**src/rtl/light_timer_pkg.sv**
```systemverilog
// ============================================================================
// Module   : light_timer_pkg
// Brief    : Shared state encoding, default tick divider and sizing helper
//            for the light_timer countdown block.
// Revision : 1.0  initial release
// ============================================================================
`default_nettype none

package light_timer_pkg;

    typedef enum logic [1:0] {
        ST_IDLE     = 2'd0,
        ST_RUNNING  = 2'd1,
        ST_PAUSED   = 2'd2,
        ST_EXPIRED  = 2'd3
    } timer_state_e;

    // One tick per second from the 100 MHz board clock.
    localparam int unsigned C_DEFAULT_DIV = 100_000_000;

    function automatic int unsigned prescale_width(input int unsigned div);
        return (div <= 2) ? 1 : $clog2(div);
    endfunction

endpackage

`default_nettype wire

```
**src/rtl/light_timer_tick_prescaler.sv**
```systemverilog
// ============================================================================
// Module   : tick_prescaler
// Brief    : Divides clk by DIV while enabled; wrap flags the cycle whose
//            edge ends a period, tick is the registered one-cycle pulse.
// Revision : 1.0  initial release
// ============================================================================
`default_nettype none

module tick_prescaler
    import light_timer_pkg::*;
#(
    parameter int unsigned DIV = C_DEFAULT_DIV
) (
    input  logic clk,
    input  logic rst,
    input  logic clear,
    input  logic en,
    output logic wrap,
    output logic tick
);

    localparam int unsigned       C_PW   = prescale_width(DIV);
    localparam logic [C_PW-1:0]   C_LAST = C_PW'(DIV - 1);

    logic [C_PW-1:0] r_cnt_q;
    logic [C_PW-1:0] w_cnt_d;
    logic            r_tick_q;
    logic            w_tick_d;

    // wrap is exposed unregistered so the count can decrement on the very
    // edge that ends the period, DIV cycles after a load.
    assign wrap = !clear && en && (r_cnt_q == C_LAST);
    assign tick = r_tick_q;

    always_comb begin
        w_cnt_d  = r_cnt_q;
        w_tick_d = 1'b0;
        if (clear) begin
            w_cnt_d = '0;
        end else if (en) begin
            if (r_cnt_q == C_LAST) begin
                w_cnt_d  = '0;
                w_tick_d = 1'b1;
            end else begin
                w_cnt_d = r_cnt_q + C_PW'(1);
            end
        end
    end

    always_ff @(posedge clk) begin
        if (!rst) begin
            r_cnt_q  <= '0;
            r_tick_q <= 1'b0;
        end else begin
            r_cnt_q  <= w_cnt_d;
            r_tick_q <= w_tick_d;
        end
    end

endmodule

`default_nettype wire

```
**src/rtl/light_timer.sv**
```systemverilog
// ============================================================================
// Module   : light_timer
// Brief    : Loadable countdown timer for the traffic-light controller with
//            zero level, expiry pulse and debug state output.
// Revision : 1.0  initial release
// ============================================================================
`default_nettype none

module light_timer
    import light_timer_pkg::*;
#(
    parameter int unsigned WIDTH = 4,
    parameter int unsigned DIV   = C_DEFAULT_DIV
) (
    input  logic             clk,
    input  logic             rst,
    input  logic             timer_load,
    input  logic             timer_en,
    input  logic [WIDTH-1:0] timer_init,
    output logic [WIDTH-1:0] timer_out,
    output logic             timer_zero,
    output logic             timer_expired,
    output logic             tick,
    output logic [1:0]       timer_state
);

    logic             w_wrap;
    logic [WIDTH-1:0] r_count_q;
    logic [WIDTH-1:0] w_count_d;
    logic             r_expired_q;
    logic             w_expired_d;
    timer_state_e     r_state_q;
    timer_state_e     w_state_d;

    tick_prescaler #(
        .DIV   (DIV)
    ) u_prescaler (
        .clk   (clk),
        .rst   (rst),
        .clear (timer_load),
        .en    (timer_en),
        .wrap  (w_wrap),
        .tick  (tick)
    );

    always_comb begin
        w_count_d   = r_count_q;
        w_expired_d = 1'b0;
        w_state_d   = r_state_q;
        if (timer_load) begin
            w_count_d = timer_init;
            if (timer_init == '0) begin
                w_state_d = ST_EXPIRED;
            end else begin
                w_state_d = timer_en ? ST_RUNNING : ST_PAUSED;
            end
        end else if (timer_en) begin
            if (r_state_q == ST_PAUSED) begin
                w_state_d = ST_RUNNING;
            end
            // Zero holds: ticks at zero neither wrap the count nor re-expire.
            if (w_wrap && (r_count_q != '0)) begin
                w_count_d = r_count_q - WIDTH'(1);
                if (r_count_q == WIDTH'(1)) begin
                    w_expired_d = 1'b1;
                    w_state_d   = ST_EXPIRED;
                end
            end
        end else if (r_state_q == ST_RUNNING) begin
            w_state_d = ST_PAUSED;
        end
    end

    always_ff @(posedge clk) begin
        if (!rst) begin
            r_count_q   <= '0;
            r_expired_q <= 1'b0;
            r_state_q   <= ST_IDLE;
        end else begin
            r_count_q   <= w_count_d;
            r_expired_q <= w_expired_d;
            r_state_q   <= w_state_d;
        end
    end

    assign timer_out     = r_count_q;
    assign timer_zero    = (r_count_q == '0);
    assign timer_expired = r_expired_q;
    assign timer_state   = r_state_q;

endmodule

`default_nettype wire

```
**config.mk**
```make
export PLATFORM = sky130hd
export DESIGN_NAME = light_timer
export DESIGN_NICKNAME = d
export VERILOG_FILES = /design/src/rtl/light_timer_pkg.sv /design/src/rtl/light_timer_tick_prescaler.sv /design/src/rtl/light_timer.sv
export SDC_FILE = /design/constraint.sdc
export NUM_CORES = 1
export LEC_CHECK = 0
export CORE_ASPECT_RATIO = 1.25
export CORE_MARGIN = 2
export CORE_UTILIZATION = 59
export DETAILED_ROUTE_END_ITERATION = 8
export DONT_BUFFER_PORTS = 1
export PLACE_DENSITY = 0.74
export SYNTH_ARGS = -nofsm -noshare
export SYNTH_HDL_FRONTEND = slang
export SYNTH_SLANG_ARGS = --single-unit
```
**constraint.sdc**
```tcl
create_clock -name clk -period 2.05 [get_ports clk]
set_clock_uncertainty 0.15 [all_clocks]
set_input_delay 0.41 -clock clk [delete_from_list [all_inputs] [get_ports clk]]
set_output_delay 0.41 -clock clk [all_outputs]
set_load 0.005 [all_outputs]
```
==> results.rst, run 1 <==
.. list-table::
   :header-rows: 1

   * - Metric
     - Value
   * - Die Y-Extent
     - 66.1 µm
   * - Critical Path End Type
     - flop
   * - Clock latency on the worst-skew pair
     - 0.35 ns
   * - Worst Max-Slew Pin Slew
     - 0.384 ns
   * - H-tree lvl count
     - 2
   * - Synth Instances
     - 207
   * - Avg Synthesized Cell Area
     - 8.79 µm²
   * - Vias
     - 1593
   * - Die Area
     - 3550 µm²
   * - Final worst hold slack
     - 0.0430 ns
   * - Wire length of the first global-routing pass
     - 6.38 mm
   * - Via density per instance
     - 6.27
   * - Layout cell share with drive strength beyond 1
     - 0.133
   * - IO Pins
     - 17
   * - Routed wirelength normalized by instance count
     - 15.0 µm
   * - Violation count after the first detailed-route iteration
     - 31
   * - Fin crit share
     - 0.989
   * - Core area
     - 2950 µm²
   * - Remaining DRCs
     - 0
   * - # Max-Cap Violations
     - 0
   * - Power per standard cell area
     - 576 nW/µm²
   * - Synthesized Nets
     - 218
   * - Setup violators final
     - 0
   * - Post-route design area
     - 1960 µm²
   * - Global placement routability congestion
     - 0.762
   * - Slew Limit Fails
     - 0
   * - Fraction of the core area covered by cells at the end of the flow
     - 0.667
   * - Summed negative setup slack over all endpoints
     - 0 ns
   * - Worst Path Arrival
     - 2.11 ns
   * - Initial core utilization
     - 0.618
   * - Cell variety after synth
     - 39
   * - Highest attainable clock frequency
     - 0.493 GHz
   * - Critical path peak fanout
     - 4
   * - Final net count
     - 228
   * - Highest ir drop seen on vdd
     - 418 µV
   * - Critical path start-end classification
     - reg2reg
   * - Post-synthesis sequential element count
     - 35
   * - Clock-pin transition on the worst setup and hold timing paths
     - 0.11 ns
   * - Root buffer cell
     - sky130_fd_sc_hd__clkbuf_4
   * - Outcome
     - finished clean
   * - P&R area growth vs syn
     - 7.83%
   * - Row count
     - 22
   * - Antenna violations before repair
     - 0
   * - Pre-Repair DR Iteration Count
     - 4
   * - TritonCTS Sinks
     - 35
   * - Post-synth EDFFs
     - 0
   * - Class of the tightest hold or removal check
     - in2reg
   * - Buffers inserted by post-CTS timing repair
     - 0
   * - Final Hold Vio Count
     - 0
   * - GR Overflow Total
     - 0
   * - Port Buffers
     - 0
   * - Standby leakage power
     - 0.647 nW
   * - Unrepaired setup endpoints after global routing
     - no
   * - Required @ worst endpoint
     - 2.13 ns
   * - Yosys warns
     - 0
   * - Final period demand of the worst path
     - 2.03 ns
   * - Final wirelength
     - 3.81 mm
   * - Number of buffers on the longest clock path
     - 2
   * - Top flip-flop cell by instance count after synthesis
     - sky130_fd_sc_hd__dfxtp_1
   * - Area of the mapped netlist
     - 1820 µm²
   * - Global-route total usage across every layer
     - 0.248
   * - Horizontal die dimension
     - 53.7 µm
   * - Post-Place Cell Area
     - 1890 µm²
   * - Sequential share of the synthesized area
     - 0.385
   * - Remaining max-slew budget at the tightest pin
     - 0.742
   * - Element type at the critical path start
     - flop
   * - ANT nets after route
     - 0
   * - Antenna diode count
     - 0
   * - Fraction of registers with async set/reset
     - 0
   * - Total half-perimeter wirelength after legalization and detailed placement
     - 2.79 mm
   * - Vias in the first global route
     - 1497
   * - Clock tree from TritonCTS
     - built
   * - Cts bufs inserted
     - 5
   * - Pin count of the biggest net entering global routing
     - 28
-- cells in the final DEF, fill, tap and decap left out, types with 2 or more instances in the layout --
cell and instances:
sky130_fd_sc_hd__dfxtp_1 34, sky130_fd_sc_hd__nand4_1 13, sky130_fd_sc_hd__nand2b_1 2, sky130_fd_sc_hd__ha_1 3
sky130_fd_sc_hd__clkbuf_4 5, sky130_fd_sc_hd__clkbuf_1 2, sky130_fd_sc_hd__buf_4 11, sky130_fd_sc_hd__or3_1 7
sky130_fd_sc_hd__xnor2_1 7, sky130_fd_sc_hd__and4_1 3, sky130_fd_sc_hd__nand2_1 9, sky130_fd_sc_hd__a21oi_1 15
sky130_fd_sc_hd__and3_1 6, sky130_fd_sc_hd__nor2_1 17, sky130_fd_sc_hd__nor3_1 3, sky130_fd_sc_hd__inv_1 8
sky130_fd_sc_hd__o21ai_0 9, sky130_fd_sc_hd__nor4_1 4, sky130_fd_sc_hd__and4_2 2, sky130_fd_sc_hd__a211oi_1 2
sky130_fd_sc_hd__o31ai_1 9, sky130_fd_sc_hd__nor4_2 2, sky130_fd_sc_hd__o211ai_1 3, sky130_fd_sc_hd__nand3_1 9
sky130_fd_sc_hd__or4_1 8, sky130_fd_sc_hd__xor2_1 7
-- cell usage after synthesis (3+ instances only) --
cell | instances | area [µm²]
sky130_fd_sc_hd__or3_1 | 7 | 43.8
sky130_fd_sc_hd__o211ai_1 | 3 | 22.5
sky130_fd_sc_hd__inv_1 | 8 | 30.0
sky130_fd_sc_hd__o21ai_0 | 9 | 45.0
sky130_fd_sc_hd__nor2_1 | 17 | 63.8
sky130_fd_sc_hd__nand3_1 | 9 | 45.0
sky130_fd_sc_hd__dfxtp_1 | 35 | 701
sky130_fd_sc_hd__buf_6 | 4 | 45.0
sky130_fd_sc_hd__and3_1 | 6 | 37.5
sky130_fd_sc_hd__xnor2_1 | 7 | 61.3
sky130_fd_sc_hd__nand2_1 | 9 | 33.8
sky130_fd_sc_hd__nor3_1 | 3 | 15.0
sky130_fd_sc_hd__and4_1 | 5 | 43.8
sky130_fd_sc_hd__ha_1 | 3 | 37.5
sky130_fd_sc_hd__a21oi_1 | 15 | 75.1
sky130_fd_sc_hd__buf_4 | 3 | 22.5
sky130_fd_sc_hd__nor4_1 | 4 | 25.0
sky130_fd_sc_hd__nand4_1 | 13 | 81.3
sky130_fd_sc_hd__o31ai_1 | 9 | 67.6
sky130_fd_sc_hd__xor2_1 | 7 | 61.3
sky130_fd_sc_hd__or4_1 | 8 | 60.1
-- cells by family after synthesis --
group | Yosys count | share of synthesized area
AOI/OAI and AO/OA | 42 | 0.142
xor gates and xnor gates | 14 | 0.0674
adders and majority gates | 3 | 0.0206
buffers and inverters | 18 | 0.0605
DFF | 35 | 0.385
muxes | 1 | 0.00550
and+or+nand+nor | 94 | 0.319
-- power by group --
group | switching (W) | internal, W | leakage (nW) | total [W]
registers | 0.0000105 | 0.000689 | 0.284 | 0.000700
clock network | 0.000228 | 0.000134 | 0.0293 | 0.000361
logic | 0.0000360 | 0.0000338 | 0.334 | 0.0000698
-- what timing repair did --
item | CTS | global route
gates resized for setup | 1 | 4
endpoints found under the setup margin | 1 | 24
hold endpoints to repair | 1 | 0
pin swaps | 0 | 0
cloned | 0 | 0
hold buffers | 1 | 0
-- stage by stage --
stage	setup WS (ns)	total power (W)	std cells
floorplan	0.125	0.000769	207
global placement	0.102	0.000779	245
detailed placement	0.0470	0.000782	245
CTS	0.0492	0.00115	254
global route	0.00354	0.00118	254
finish	0.0219	0.00113	254
-- area by class of cell --
| type | instances | area, µm² |
|---|---|---|
| clock buffers | 7 | 45.0 |
| clock inverters | 1 | 5.00 |
| fillers | 260 | 982 |
| inverters | 8 | 30.0 |
| multi-input cells | 154 | 1020 |
| flip-flops and latches | 35 | 702 |
| well taps | 36 | 45.0 |
| repair buffers | 13 | 113 |
-- worst max-delay path: stages (launching register included) --
cell and delay, ns:
sky130_fd_sc_hd__dfxtp_1 0.35, sky130_fd_sc_hd__inv_1 0.06, sky130_fd_sc_hd__ha_1 0.23, sky130_fd_sc_hd__nor3b_2 0.19, sky130_fd_sc_hd__or4_4 0.57, sky130_fd_sc_hd__nor4_1 0.27
sky130_fd_sc_hd__a211oi_1 0.10
-- worst paths after layout --
path	to	start	slack [ns]	cells after the start
worst min register to register	u_prescaler.r_cnt_q[24]	u_prescaler.r_cnt_q[24]	0.34	2
worst max register to register	timer_out[0]	timer_out[0]	0.02	6
worst max-delay path	timer_out[0]	timer_out[0]	0.02	6
worst min-delay path	timer_state[0]	rst	0.04	2
-- flip-flops by register name, summed over array words and instances, names as in the netlist --
register / cells
timer_expired: 1
timer_out: 4
timer_state: 2
u_prescaler.r_cnt_q: 27
u_prescaler.tick: 1
-- layer usage --
layer,track usage,wire [µm]
met5,0,0
met1,0.281,1710
met4,0.103,65
met2,0.425,1880
met3,0.0656,157
Note: power is estimated with default switching activity, not from simulation.
==> run 2, diff against run 1 <==
--- a/config.mk
+++ b/config.mk
@@ -5,12 +5,14 @@
 export SDC_FILE = /design/constraint.sdc
 export NUM_CORES = 1
 export LEC_CHECK = 0
+export CELL_PAD_IN_SITES_DETAIL_PLACEMENT = 1
+export CELL_PAD_IN_SITES_GLOBAL_PLACEMENT = 1
 export CORE_ASPECT_RATIO = 1.25
 export CORE_MARGIN = 2
-export CORE_UTILIZATION = 59
+export CORE_UTILIZATION = 47
 export DETAILED_ROUTE_END_ITERATION = 8
 export DONT_BUFFER_PORTS = 1
-export PLACE_DENSITY = 0.74
+export PLACE_DENSITY = 0.76
 export SYNTH_ARGS = -nofsm -noshare
 export SYNTH_HDL_FRONTEND = slang
 export SYNTH_SLANG_ARGS = --single-unit
==> run 2 against run 1 <==
Highest routed layer unchanged. Critical endpoint is now timer_out[1]. First-iteration DRC count grew 100%. Global-route usage shrank 2.2 points. Critical path type unchanged. Power rose by 17%. Sequential share of layout area is 1.0 points lower. Die area up 24%. Register-to-register slack better by 0.04 ns. Combinational power increased by 3.7%. Core utilization shrank 13 points. Wire length is 27% higher. Count of clock-buffer cells in the layout up 1. Cell count increased by 1.2%.
==> results.rst, run 2 (synthesized netlist as in run 1, its figures left out) <==
.. list-table::
   :header-rows: 1

   * - Metric
     - Value
   * - P&R area growth vs syn
     - 11.1%
   * - Worst Max-Slew Pin Slew
     - 0.381 ns (-0.00288 ns)
   * - Setup violators final
     - 0 (unchanged)
   * - Clock-pin transition on the worst setup and hold timing paths
     - 0.07 ns (-0.04 ns)
   * - Highest Signal Layer
     - met4
   * - CP most frequent cell
     - sky130_fd_sc_hd__o211ai_1
   * - Row count
     - 25 (+14%)
   * - Die Y-Extent
     - 73.6 µm (+11%)
   * - Routed wl met2
     - 2.48 mm (+32%)
   * - Required @ worst endpoint
     - 2.06 ns (-0.07 ns)
   * - Worst setup margin
     - 0.0625 ns (+0.0405 ns)
   * - Highest ir drop seen on vdd
     - 356 µV (-15%)
   * - TritonCTS Sinks
     - 35 (unchanged)
   * - Critical Path Max Stage Delay
     - 0.56 ns (about the same)
   * - Antenna diode count
     - 0 (unchanged)
   * - Critical Path End Type
     - flop
   * - Die Area
     - 4390 µm² (+24%)
   * - Clock latency on the worst-skew pair
     - 0.28 ns (-0.07 ns)
   * - Horizontal die dimension
     - 59.7 µm (+11%)
   * - Critical path start-end classification
     - reg2reg
   * - Violation count after the first detailed-route iteration
     - 63 (+100%)
   * - Final wirelength
     - 4.83 mm (+27%)
   * - NetSw
     - 0.000294 W (+7.3%)
   * - Wire length of the first global-routing pass
     - 7.65 mm (+20%)
   * - Final period demand of the worst path
     - 1.99 ns (-0.0405 ns)
   * - Slew Limit Fails
     - 0 (unchanged)
   * - Outcome
     - finished clean
   * - Largest Register
     - u_prescaler.r_cnt_q
   * - Power per standard cell area
     - 654 nW/µm² (+14%)
   * - GR Overflow Total
     - 0 (unchanged)
   * - Core area
     - 3750 µm² (+27%)
   * - Post-Place Setup Slack
     - 0.0261 ns (-0.0209 ns)
   * - Power share of the clock group
     - 0.415 (+0.096)
   * - Count of hold-fix buffers inserted at cts
     - 0 (-1)
   * - Gate power share
     - 0.055 (-0.007)
   * - Final net count
     - 227 (-0.44%)
   * - Port Buffers
     - 0 (unchanged)
   * - Fin crit share
     - 0.970 (-0.0198)
   * - Clock tree from TritonCTS
     - built
   * - H-tree lvl count
     - 2 (unchanged)
   * - Element type at the critical path start
     - flop
   * - Initial core utilization
     - 0.485 (-0.133)
   * - Worst Path Arrival
     - 1.99 ns (-0.12 ns)
   * - Critical path peak fanout
     - 7 (+3)
   * - Final worst hold slack
     - 0.0960 ns (+0.0530 ns)
   * - Post-Place Cell Area
     - 1890 µm² (+0.27%)
   * - Final Hold Vio Count
     - 0 (unchanged)
   * - Total length of routed met3 wires
     - 173 µm (+10%)
   * - Remaining DRCs
     - 0 (unchanged)
   * - Root buffer cell
     - sky130_fd_sc_hd__clkbuf_8
   * - Post-route design area
     - 2020 µm² (+3.0%)
   * - Layout cell share with drive strength beyond 1
     - 0.138 (+0.00522)
   * - Class of the tightest hold or removal check
     - in2reg
   * - Vias in the first global route
     - 1715 (+15%)
   * - Remaining max-slew budget at the tightest pin
     - 0.744 (+0.00171)
   * - # Max-Cap Violations
     - 0 (unchanged)
   * - M1 WL
     - 2.12 mm (+24%)
   * - Sequential cell fraction of total power
     - 0.530 (-0.089)
   * - Standby leakage power
     - 0.665 nW (+2.7%)
   * - Pin count of the biggest net entering global routing
     - 28 (unchanged)
   * - Number of flip-flops in the largest register
     - 27 (unchanged)
   * - Switching fraction of total power
     - 0.222 (-0.0201)
   * - Antenna violations before repair
     - 0 (unchanged)
   * - Power Internal
     - 0.00103 W (+20%)
   * - Cts bufs inserted
     - 5 (unchanged)
   * - Top library cells by usage in the layout, fill and taps aside
     - sky130_fd_sc_hd__dfxtp_1, sky130_fd_sc_hd__nor2_1, sky130_fd_sc_hd__a21oi_1
   * - Vias
     - 1659 (+4.1%)
   * - Global-route total usage across every layer
     - 0.225 (-0.0225)
   * - Routed wirelength normalized by instance count
     - 18.8 µm (+25%)
   * - Total half-perimeter wirelength after legalization and detailed placement
     - 3.40 mm (+22%)
   * - Highest attainable clock frequency
     - 0.503 GHz (+2.0%)
   * - Worst-path cell with the longest stage delay
     - sky130_fd_sc_hd__or4b_4
   * - Pre-Repair DR Iteration Count
     - 4 (unchanged)
   * - Crit-path cells
     - or4b_4, or4_4, o211ai_1, o211ai_1
   * - Number of buffers on the longest clock path
     - 2 (unchanged)
   * - Via density per instance
     - 6.46 (+2.9%)
   * - Commonest non-fill, non-tap cell in the layout
     - sky130_fd_sc_hd__dfxtp_1
   * - ANT nets after route
     - 0 (unchanged)
   * - Global placement routability congestion
     - 0.924 (+21%)
   * - IO Pins
     - 17 (unchanged)
==> run 2: cell types whose count changed in the layout (fill, tap and decap cells not counted), sizes merged <==
| cell | delta |
|---|---|
| clkbuf | +1 |
| clkinv | -1 |
| dlygate4sd3 | -1 |
==> run 2: what timing repair did <==
action / 4_1_cts / 5_1_grt
buffers inserted: 0 / 0
resized for setup: 0 / 7
setup endpoints to repair: 0 / 15
==> run 2: worst paths after layout <==
path                           start                      end  slack [ns]  cells past startpoint
max           u_prescaler.r_cnt_q[8]             timer_out[1]        0.06                      4
min                              rst             timer_out[2]         0.1                      2
max reg2reg   u_prescaler.r_cnt_q[8]             timer_out[1]        0.06                      4
min reg2reg  u_prescaler.r_cnt_q[24]  u_prescaler.r_cnt_q[24]        0.35                      2
==> run 2: power by group through the flow <==
| stage | Clock, W | Sequential, W | Combinational (W) |
|---|---|---|---|
| global placement | 0 | 0.000715 | 0.0000648 |
| finish | 0.000549 | 0.000702 | 0.0000724 |
| CTS | 0.000555 | 0.000701 | 0.0000699 |
| detailed placement | 0 | 0.000717 | 0.0000697 |
| global route | 0.000591 | 0.000702 | 0.0000788 |
| floorplan | 0 | 0.000714 | 0.0000544 |
==> run 2: critical path: cells and delay by family, from the launching register on <==
family / cells / cell delay [ns]
simple gates: 2 / 1.04
compound gates: 2 / 0.29
flops: 1 / 0.39
==> run 2: metal layers <==
metal,GRT usage,vias up
li1,-,796
met1,0.266,816
met2,0.395,37
met3,0.0493,10
met4,0.0765,0
met5,0,-
==> run 2: final cells by class <==
cell class,count,area (µm²)
clock buffers,8,100
repair buffers,12,103
multi-input cells,154,1040
well taps,40,50.0
fillers,444,1730
flip-flops and latches,35,702
inverters,8,30.0
==> run 2: through the flow <==
stage                     power [W]  std cells  utilization  setup TNS, ns
after global routing        0.00137        257        0.539       -0.00995
after floorplan            0.000769        207            -              0
final                       0.00132        257        0.539              0
after detailed placement   0.000786        249        0.504              0
after CTS                   0.00133        257        0.531              0
after global placement     0.000780        249        0.504              0
==> run 3, diff against run 2 <==
--- a/config.mk
+++ b/config.mk
@@ -5,14 +5,17 @@
 export SDC_FILE = /design/constraint.sdc
 export NUM_CORES = 1
 export LEC_CHECK = 0
+export ABC_AREA = 1
 export CELL_PAD_IN_SITES_DETAIL_PLACEMENT = 1
 export CELL_PAD_IN_SITES_GLOBAL_PLACEMENT = 1
 export CORE_ASPECT_RATIO = 1.25
 export CORE_MARGIN = 2
-export CORE_UTILIZATION = 47
+export CORE_UTILIZATION = 46
+export CTS_BUF_LIST = sky130_fd_sc_hd__clkbuf_8
 export DETAILED_ROUTE_END_ITERATION = 8
 export DONT_BUFFER_PORTS = 1
-export PLACE_DENSITY = 0.76
+export GPL_TIMING_DRIVEN = 0
+export PLACE_DENSITY = 0.8
 export SYNTH_ARGS = -nofsm -noshare
 export SYNTH_HDL_FRONTEND = slang
 export SYNTH_SLANG_ARGS = --single-unit
==> run 3 against run 2 <==
Core utilization decreased by 1.1 points. Maximum frequency increased by 4.1%. Critical path depth increased by 6. Cell area increased by 8.7%. Largest cell class unchanged.
==> results.rst, run 3 <==
.. list-table::
   :header-rows: 1

   * - Metric
     - Value
   * - Outcome
     - finished clean
   * - Antenna violations before repair
     - 0 (unchanged)
   * - Element type at the critical path start
     - flop
   * - Wire length of the first global-routing pass
     - 9.45 mm (+24%)
   * - Port Buffers
     - 0 (unchanged)
   * - Synthesized Nets
     - 326 (+50%)
   * - Total placed cells including tap cells
     - 371 (+49%)
   * - ANT nets after route
     - 0 (unchanged)
   * - Post-synthesis sequential element count
     - 35 (unchanged)
   * - Highest ir drop seen on vdd
     - 376 µV (+5.7%)
   * - Power share of the clock group
     - 0.411 (-0.004)
   * - IO Pins
     - 17 (unchanged)
   * - Commonest non-fill, non-tap cell in the layout
     - sky130_fd_sc_hd__nand2_1
   * - GR Overflow Total
     - 0 (unchanged)
   * - Final period demand of the worst path
     - 1.91 ns (-0.0783 ns)
   * - P&R area growth vs syn
     - 8.93%
   * - Total half-perimeter wirelength after legalization and detailed placement
     - 4.27 mm (+26%)
   * - Critical Path End Type
     - flop
   * - Cell variety after synth
     - 30 (-23%)
   * - Synth Instances
     - 315 (+52%)
   * - Post-synthesis cell type with the largest combined area
     - sky130_fd_sc_hd__dfxtp_1
   * - Area of the mapped netlist
     - 2020 µm² (+11%)
   * - Via density per instance
     - 5.19 (-20%)
   * - Horizontal die dimension
     - 63.2 µm (+6.0%)
   * - Clock tree from TritonCTS
     - built
   * - H-tree lvl count
     - 2 (unchanged)
   * - Final net count
     - 333 (+47%)
   * - Power Internal
     - 0.00102 W (-0.89%)
   * - Pin count of the biggest net entering global routing
     - 11 (-61%)
   * - Cts bufs inserted
     - 5 (unchanged)
   * - Sequential share of the synthesized area
     - 0.347 (-0.0375)
   * - Fin crit share
     - 0.931 (-0.0382)
   * - Yosys warns
     - 0 (unchanged)
   * - Required @ worst endpoint
     - 2.08 ns (+0.02 ns)
   * - Row count
     - 26 (+4.0%)
   * - Post-cts sizing count
     - 0 (unchanged)
   * - Switching fraction of total power
     - 0.234 (+0.0114)
   * - # Max-Cap Violations
     - 0 (unchanged)
   * - Critical path start-end classification
     - reg2reg
   * - Remaining max-slew budget at the tightest pin
     - 0.638 (-0.105)
   * - Worst Max-Slew Pin Slew
     - 0.543 ns (+0.161 ns)
   * - Final Hold Vio Count
     - 0 (unchanged)
   * - Critical path peak fanout
     - 10 (+3)
   * - Die Area
     - 4930 µm² (+12%)
   * - Buffers inserted by post-CTS timing repair
     - 0 (unchanged)
   * - List of most frequent post-synthesis cells
     - sky130_fd_sc_hd__nand2_1, sky130_fd_sc_hd__nor2_1, sky130_fd_sc_hd__inv_1
   * - Global-route total usage across every layer
     - 0.245 (+0.0196)
   * - Clock-pin transition on the worst setup and hold timing paths
     - 0.07 ns (about the same)
   * - Clock latency on the worst-skew pair
     - 0.29 ns (about the same)
   * - Worst R2R Setup Slack
     - 0.14 ns (+0.08 ns)
   * - Post-synth EDFFs
     - 0 (unchanged)
   * - Pre-Repair DR Iteration Count
     - 4 (unchanged)
   * - Post-Place Cell Area
     - 2090 µm² (+10%)
   * - Power per standard cell area
     - 606 nW/µm² (-7.4%)
   * - Top area cells in the synthesized netlist
     - sky130_fd_sc_hd__dfxtp_1, sky130_fd_sc_hd__nand2_1, sky130_fd_sc_hd__nor2_1, sky130_fd_sc_hd__inv_1, sky130_fd_sc_hd__nand3_1
   * - Largest Register
     - u_prescaler.r_cnt_q
   * - Remaining DRCs
     - 0 (unchanged)
   * - Worst Path Arrival
     - 1.94 ns (-0.05 ns)
   * - TritonCTS Sinks
     - 35 (unchanged)
   * - Top library cells by usage in the layout, fill and taps aside
     - sky130_fd_sc_hd__nand2_1, sky130_fd_sc_hd__nor2_1, sky130_fd_sc_hd__inv_1
   * - Global placement routability congestion
     - 0.827 (-10%)
   * - Core area
     - 4160 µm² (+11%)
   * - Layout cell share with drive strength beyond 1
     - 0.130 (-0.00822)
   * - Summed negative setup slack over all endpoints
     - 0 ns (unchanged)
   * - Fraction of registers with async set/reset
     - 0 (unchanged)
   * - Slew Limit Fails
     - 0 (unchanged)
   * - Highest attainable clock frequency
     - 0.524 GHz (+4.1%)
   * - Final wirelength
     - 5.51 mm (+14%)
   * - Violation count after the first detailed-route iteration
     - 70 (+11%)
   * - Die Y-Extent
     - 78.0 µm (+6.0%)
   * - Most repeated cell in the gate-level netlist after synthesis
     - sky130_fd_sc_hd__nand2_1
   * - Routed wirelength normalized by instance count
     - 14.5 µm (-23%)
   * - Area share of the leading cell type in the synthesized netlist
     - 0.347 (-0.0375)
   * - Setup violators final
     - 0 (unchanged)
   * - Post-route design area
     - 2200 µm² (+8.7%)
   * - Antenna diode count
     - 0 (unchanged)
   * - Number of buffers on the longest clock path
     - 2 (unchanged)
   * - Sequential cell fraction of total power
     - 0.528 (-0.002)
   * - Avg Synthesized Cell Area
     - 6.40 µm² (-27%)
   * - NetSw
     - 0.000311 W (+5.8%)
   * - Standby leakage power
     - 0.847 nW (+27%)
   * - Post-Place Setup Slack
     - 0.0851 ns (+0.0590 ns)
   * - Final worst hold slack
     - 0.116 ns (+0.0204 ns)
   * - Non-filler cells, final
     - 379 (+47%)
   * - Number of flip-flops in the largest register
     - 27 (unchanged)
   * - Class of the tightest hold or removal check
     - in2reg
   * - Vias in the first global route
     - 2069 (+21%)
   * - Count of hold-fix buffers inserted at cts
     - 0 (unchanged)
   * - Initial core utilization
     - 0.484 (-0.000625)
   * - Unrepaired setup endpoints after global routing
     - no
   * - Vias
     - 1967 (+19%)
   * - Gate power share
     - 0.061 (+0.006)
   * - Root buffer cell
     - sky130_fd_sc_hd__clkbuf_8
   * - Worst setup margin
     - 0.141 ns (+0.0783 ns)
   * - Top flip-flop cell by instance count after synthesis
     - sky130_fd_sc_hd__dfxtp_1
run 3: logic make-up (layout without fill, tap and decap cells):
logic type	Yosys count	after routing	share of synthesized area
adders and majority gates	3	3	0.0186
DFF	35	35	0.347
and+or+nand+nor	179	179	0.401
buffers and inverters	56	64	0.110
AOI/OAI and AO/OA	35	35	0.0931
xor gates and xnor gates	7	7	0.0304
run 3: stage by stage:
stage	utilization	power, W
floorplan	-	0.000777
global placement	0.501	0.000797
detailed placement	0.501	0.000799
CTS	0.525	0.00135
global route	0.528	0.00139
finish	0.528	0.00133
run 3: final timing paths:
check	from	to	depth (start not counted)
worst min-delay path	rst	timer_out[0]	2
worst max-delay path	u_prescaler.r_cnt_q[1]	u_prescaler.r_cnt_q[10]	10
worst min register to register	u_prescaler.r_cnt_q[5]	u_prescaler.r_cnt_q[5]	2
worst max register to register	u_prescaler.r_cnt_q[1]	u_prescaler.r_cnt_q[10]	10
run 3: cell type report:
type	instances	area (µm²)
fillers	610	1970
clock inverters	1	3.75
multi-input cells	224	1100
inverters	53	199
plain buffers	3	22.5
clock buffers	7	96.3
flip-flops and latches	35	702
well taps	56	70.1
run 3: power groups by stage:
stage	clock [W]	sequential, W	combinational, W
floorplan	0	0.000715	0.0000623
global placement	0	0.000717	0.0000792
detailed placement	0	0.000718	0.0000807
CTS	0.000569	0.000702	0.0000819
global route	0.000589	0.000704	0.0000939
finish	0.000547	0.000703	0.0000809
run 3: critical path: stages, from the launching register on:
cell and delay [ns]:
sky130_fd_sc_hd__dfxtp_1 0.38, sky130_fd_sc_hd__ha_2 0.24, sky130_fd_sc_hd__nand3_2 0.10, sky130_fd_sc_hd__nor2_4 0.15, sky130_fd_sc_hd__nand2_1 0.09, sky130_fd_sc_hd__nor2_2 0.18
sky130_fd_sc_hd__inv_2 0.07, sky130_fd_sc_hd__nand2_2 0.08, sky130_fd_sc_hd__buf_4 0.20, sky130_fd_sc_hd__a21oi_1 0.06, sky130_fd_sc_hd__o21a_1 0.11
run 3: metal layers:
layer / global-route usage / vias to the layer above / part of all wire
met2: 0.467 / 17 / 0.54
li1: - / 1008 / -
met1: 0.271 / 933 / 0.42
met4: 0.0891 / 0 / 0.020
met5: 0 / - / 0
met3: 0.0387 / 9 / 0.019
